$ cat src/rtl/if_stage.sv
// Instruction fetch stage: issues word-aligned fetches to instruction memory,
// pairs in-order responses with their PCs and buffers them for decode.
// Credits bound requests in flight plus buffered entries to DEPTH. Redirects
// flush the buffer and mark the remaining in-flight responses for discard.
module if_stage #(
  parameter logic [31:0] RESET_PC = 32'h0000_0000,
  parameter int unsigned DEPTH    = 2
) (
  input  logic        clk,
  input  logic        rstn,
  output logic        imem_req_valid,
  input  logic        imem_req_ready,
  output logic [31:0] imem_req_addr,
  input  logic        imem_rsp_valid,
  input  logic [31:0] imem_rsp_data,
  input  logic        redirect_valid,
  input  logic [31:0] redirect_target,
  output logic        id_valid,
  input  logic        id_ready,
  output logic [31:0] id_pc,
  output logic [31:0] id_instr
);

  localparam int unsigned CW = $clog2(DEPTH + 1);
  localparam int unsigned IW = (DEPTH > 1) ? $clog2(DEPTH) : 1;
  localparam int unsigned SW = CW + 1;

  logic [31:0]   pc_q;
  logic [31:0]   pcq_mem [DEPTH];
  logic [IW-1:0] pcq_rd;
  logic [IW-1:0] pcq_wr;
  logic [CW-1:0] pcq_cnt;
  logic [CW-1:0] disc_cnt;
  logic [CW-1:0] fifo_cnt;
  logic [31:0]   fifo_pc    [DEPTH];
  logic [31:0]   fifo_instr [DEPTH];

  logic [CW-1:0] outst;
  logic [SW-1:0] used;
  logic [CW-1:0] disc_redir;
  logic          req_fire;
  logic          rsp_drop;
  logic          rsp_live;
  logic          pop;
  logic [CW-1:0] fifo_cnt_n;
  logic [IW-1:0] fifo_wr_idx;
  logic [31:0]   fifo_pc_n    [DEPTH];
  logic [31:0]   fifo_instr_n [DEPTH];

  // Wrapping pointer increment for the PC queue.
  function automatic logic [IW-1:0] ptr_inc(input logic [IW-1:0] p);
    return (p == IW'(DEPTH - 1)) ? '0 : p + IW'(1);
  endfunction

  assign imem_req_addr = pc_q;
  assign id_pc         = fifo_pc[0];
  assign id_instr      = fifo_instr[0];

  // Credit check and handshake decode; stale responses bypass the PC queue.
  always_comb begin
    outst          = pcq_cnt + disc_cnt;
    used           = SW'(outst) + SW'(fifo_cnt);
    imem_req_valid = rstn && !redirect_valid && (used < SW'(DEPTH));
    req_fire       = imem_req_valid && imem_req_ready;
    rsp_drop       = imem_rsp_valid && !redirect_valid && (disc_cnt != '0);
    rsp_live       = imem_rsp_valid && !redirect_valid && (disc_cnt == '0) && (pcq_cnt != '0);
    pop            = id_valid && id_ready && !redirect_valid;
    disc_redir     = outst - CW'(imem_rsp_valid && (outst != '0));
  end

  // Decode buffer next state: head at entry 0, shift on pop, write behind tail.
  always_comb begin
    fifo_pc_n    = fifo_pc;
    fifo_instr_n = fifo_instr;
    fifo_cnt_n   = fifo_cnt + CW'(rsp_live) - CW'(pop);
    fifo_wr_idx  = IW'(fifo_cnt - CW'(pop));
    if (pop) begin
      for (int i = 0; i < int'(DEPTH) - 1; i++) begin
        fifo_pc_n[i]    = fifo_pc[i + 1];
        fifo_instr_n[i] = fifo_instr[i + 1];
      end
    end
    if (rsp_live) begin
      fifo_pc_n[fifo_wr_idx]    = pcq_mem[pcq_rd];
      fifo_instr_n[fifo_wr_idx] = imem_rsp_data;
    end
  end

  // Fetch PC, PC queue, discard count and decode buffer; redirect overrides all.
  always_ff @(posedge clk or negedge rstn) begin
    if (!rstn) begin
      pc_q     <= RESET_PC;
      pcq_rd   <= '0;
      pcq_wr   <= '0;
      pcq_cnt  <= '0;
      disc_cnt <= '0;
      fifo_cnt <= '0;
      id_valid <= 1'b0;
      for (int i = 0; i < int'(DEPTH); i++) begin
        pcq_mem[i]    <= '0;
        fifo_pc[i]    <= '0;
        fifo_instr[i] <= '0;
      end
    end else if (redirect_valid) begin
      pc_q     <= {redirect_target[31:2], 2'b00};
      pcq_rd   <= '0;
      pcq_wr   <= '0;
      pcq_cnt  <= '0;
      disc_cnt <= disc_redir;
      fifo_cnt <= '0;
      id_valid <= 1'b0;
    end else begin
      if (req_fire) begin
        pc_q            <= pc_q + 32'd4;
        pcq_mem[pcq_wr] <= pc_q;
        pcq_wr          <= ptr_inc(pcq_wr);
      end
      if (rsp_live) begin
        pcq_rd <= ptr_inc(pcq_rd);
      end
      pcq_cnt <= pcq_cnt + CW'(req_fire) - CW'(rsp_live);
      if (rsp_drop) begin
        disc_cnt <= disc_cnt - CW'(1);
      end
      fifo_cnt   <= fifo_cnt_n;
      id_valid   <= (fifo_cnt_n != '0);
      fifo_pc    <= fifo_pc_n;
      fifo_instr <= fifo_instr_n;
    end
  end

endmodule

$ cat config.mk
export PLATFORM = sky130hd
export DESIGN_NAME = if_stage
export DESIGN_NICKNAME = d
export VERILOG_FILES = /design/src/rtl/if_stage.sv
export SDC_FILE = /design/constraint.sdc
export NUM_CORES = 1
export LEC_CHECK = 0
export ABC_CLOCK_PERIOD_IN_PS = 3700
export CAP_MARGIN = 30
export CELL_PAD_IN_SITES_DETAIL_PLACEMENT = 0
export CELL_PAD_IN_SITES_GLOBAL_PLACEMENT = 1
export CORE_UTILIZATION = 43
export CTS_CLUSTER_SIZE = 25
export DETAILED_ROUTE_END_ITERATION = 8
export PLACE_DENSITY_LB_ADDON = 0.1
export SKIP_LAST_GASP = 1
export SLEW_MARGIN = 25
export SYNTH_ARGS = -nofsm -noshare
export SYNTH_HDL_FRONTEND = slang
export SYNTH_SLANG_ARGS = --single-unit
$ cat constraint.sdc
create_clock -name clk -period 3.7 [get_ports clk]
set_clock_uncertainty 0.2 [all_clocks]
set_input_delay 0.74 -clock clk [delete_from_list [all_inputs] [get_ports clk]]
set_output_delay 0.74 -clock clk [all_outputs]
set_load 0.05 [all_outputs]
==> metrics.cfg <==
[run_status]
result_of_the_run=finished, final reports clean

[worst_setup_path]
critPathRequiredTime_ns=2.76
timing.critical_path.arrival_ns=2.62
setup.worst_path.start_class=register
ff2ff_path_depth=8
critical_path_capture_point_type=output pin
critical_path_class=register to output pin
critical_path_peak_fanout=4

[placement]
gp_routability_congestion=0.811
hpwl_um=19800
io_buffer_count=163

[sta]
setup_viol=0
fmaxAchievable_mhz=281
final_period_minus_worst_setup_slack_ns=3.56
hold_ws_ns=0.279
timing.final.hold_violations=0
timing_worst_slew_pin_value_ns=0.850
timing.max_slew.rel_slack=0.433
fin_tns_setup_ns=0
ratio_of_final_minimum_period_to_clock_period=0.963
grt_setup_unrepaired=true
report.final.slew_viol_count=0

[synth]
synth_top_cell_by_area=sky130_fd_sc_hd__dfrtp_1
dominant_combinational_cell_family_by_area_after_synthesis=simple AND/OR/NAND/NOR gates
synth.yosys.seq_area_share=0.466
synth_enable_flop_cells=0
fraction_of_the_mapped_netlist_area_in_compound_gates=0.152
yosys-top-cells-area=sky130_fd_sc_hd__dfrtp_1 (47%), sky130_fd_sc_hd__mux2_2 (9.8%), sky130_fd_sc_hd__o21ai_0 (7.1%)
netlist_top_cells_count=sky130_fd_sc_hd__dfrtp_1 (225), sky130_fd_sc_hd__o21ai_0 (172), sky130_fd_sc_hd__nor2_1 (119)
dominant_synthesized_flop_cell=sky130_fd_sc_hd__dfrtp_1
synthCells=1273
synth-async-reset-ratio=1.00
synth_xor_area_frac=0.0160
yosysMostFrequentCell=sky130_fd_sc_hd__dfrtp_1
synth.mux.area_fraction=0.116
synth_area_per_cell_um2=9.48
postSynthRegisterBits=225
synthDominantCellAreaShare=0.466
synthSimpleGateAreaFrac=0.160
synth_fa_ha_area_frac=0.00995
synth_cell_types=51
cell_area_after_synthesis_mm2=0.0121
synthesis.yosys.warnings=0

[final_layout]
layout.nets=1409
filler_cell_count=2466
area.growth.synth_to_final_pct=19.8
n_antenna_cell=0
fraction_of_final_layout_cells_sized_beyond_drive_strength_1=0.144

[grt]
grt_pass1_vias=9233
number_of_antenna_violations_at_the_first_check_in_global_routing=0
grt_pass1_wl_um=51000
grt_max_degree=99
overflow=0
grt.total_usage=0.223

[power]
swShare=0.381
p_switching_mw=3.70
p_per_area_mw_per_mm2=670
max-vdd-ir-drop_v=0.000299
p_int_mw=5.99
clkPwrFrac=0.263
power_leakage_nw=6.13
p_comb_frac=0.376
seqPwrFrac=0.361

[floorplan]
num_rows=60
floorplan.initialDensity=0.443
fp.dieArea_mm2=0.0288
fp.dieW_um=170
core_area_mm2=0.0273
num_io_pins=168
fp.dieH_um=170

[route]
detailedRoute.firstIterationViolations=592
detail_route.wirelength_um=31800
route.detailed.wl_per_inst_um=18.6
drc=0
final_antenna_net_count=0
via_count=9655
average_vias_per_placed_instance=5.63
drt_first_pass_iters=7

[min_path]
timing.hold.worst_path_depth=2
worst_hold_path_type=register to register

[clocking]
tritoncts.num_buffers=26
cts.reportedPaths.clkPinSlew_ns=0.06
cts.root.buffer_cell=sky130_fd_sc_hd__clkbuf_16
number_of_buffers_on_the_longest_clock_path=3
clock_tree.htree_level_count=1
clock_sinks=225
cts_tree=yes
clk_latency_ns=0.52

[run]
cap_viol_max_count=0

power groups by stage:
stage	combinational (mW)	sequential, mW	clock [mW]
after floorplan	2.85	3.51	0
after global placement	3.60	3.53	0
after detailed placement	3.65	3.55	0
after CTS	3.66	3.51	2.61
after global routing	3.89	3.59	2.73
final	3.64	3.50	2.55
routing by layer:
metal | global-route usage | vias up | part of all wire | wire, µm
met3 | 0.0317 | 41 | 0.046 | 1470
met5 | 0 | - | 0 | 0
li1 | - | 4608 | - | -
met2 | 0.360 | 256 | 0.46 | 14800
met4 | 0.0591 | 0 | 0.021 | 682
met1 | 0.313 | 4750 | 0.47 | 14900
flip-flops by register name, indices dropped and copies added (netlist names):
name           cells
pcq_mem           60
fifo_instr        32
id_instr          32
id_pc             32
fifo_pc           30
imem_req_addr     30
disc_cnt           2
fifo_cnt           2
pcq_cnt            2
id_valid           1
pcq_rd             1
pcq_wr             1
cell usage in the layout (no fill, tap or decap), types with 22 or more instances in the layout:
master                            count
sky130_fd_sc_hd__clkdlybuf4s50_1    160
sky130_fd_sc_hd__nand2_1             95
sky130_fd_sc_hd__and3_1              33
sky130_fd_sc_hd__mux2_2             105
sky130_fd_sc_hd__nor3_1              68
sky130_fd_sc_hd__buf_4               29
sky130_fd_sc_hd__o31ai_1             29
sky130_fd_sc_hd__mux2i_1             22
sky130_fd_sc_hd__nand3_1             32
sky130_fd_sc_hd__clkbuf_16           27
sky130_fd_sc_hd__nor2_1             116
sky130_fd_sc_hd__o211ai_1            23
sky130_fd_sc_hd__dfrtp_1            224
sky130_fd_sc_hd__o21ai_0            172
final timing paths:
check	endpoint	start	slack [ns]
worst max-delay path	imem_req_valid	pcq_cnt[0]	0.14
worst min-delay path	pcq_mem[29]	pcq_mem[29]	0.28
worst max register to register	imem_req_addr[28]	pcq_cnt[0]	0.24
worst min register to register	pcq_mem[29]	pcq_mem[29]	0.28
max in group asynchronous	fifo_cnt[0]	rstn	1.27
min in group asynchronous	fifo_instr[27]	rstn	0.42
critical path, stage by stage, from the launching register on:
cell and delay (ns):
sky130_fd_sc_hd__dfrtp_1 0.42, sky130_fd_sc_hd__ha_1 0.23, sky130_fd_sc_hd__xor2_1 0.22, sky130_fd_sc_hd__xnor2_2 0.13
sky130_fd_sc_hd__fa_1 0.56, sky130_fd_sc_hd__and4b_1 0.36, sky130_fd_sc_hd__buf_12 0.17
through the flow:
stage                     total power [mW]  area, µm²  utilization  cells  worst slack (ns)
final                                 9.69      14500        0.531   1716             0.136
after global routing                  10.2      14500        0.531   1716           -0.0114
after CTS                             9.79      14500        0.530   1716            0.0966
after detailed placement              7.20      13600        0.499   1673             0.214
after global placement                7.14      13600        0.499   1673             0.280
after floorplan                       6.35      12100            -   1274             0.256
layout make-up:
| class | count | area [µm²] | share of cell area |
|---|---|---|---|
| Multi-Input combinational cell | 866 | 5530 | 0.382 |
| Clock inverter | 3 | 65.1 | 0.00450 |
| Inverter | 14 | 52.6 | 0.00363 |
| Sequential cell | 225 | 5630 | 0.389 |
| Clock buffer | 39 | 771 | 0.0533 |
| Tap cell | 372 | 465 | 0.0322 |
| Timing Repair Buffer | 197 | 1950 | 0.135 |
cell families (layout without fill, tap and decap cells):
kind of cell             after synthesis  count (layout)
adder cells (fa/ha/maj)                9               9
flip-flops                           225             225
AND/OR/NAND/NOR                      407             407
multiplexers                         127             127
AO/OA/AOI/OAI                        299             299
XOR/XNOR                              22              22
buffers and inverters                183             253
other                                  1               2
repair_timing:
action / in CTS / in global routing
setup endpoints to repair: 0 / 1
setup buffers: 0 / 0
gates resized for setup: 0 / 2
hold buffers: 1 / 0
endpoints found under the hold margin: 1 / 0
Power figures use the tool's default switching activity.
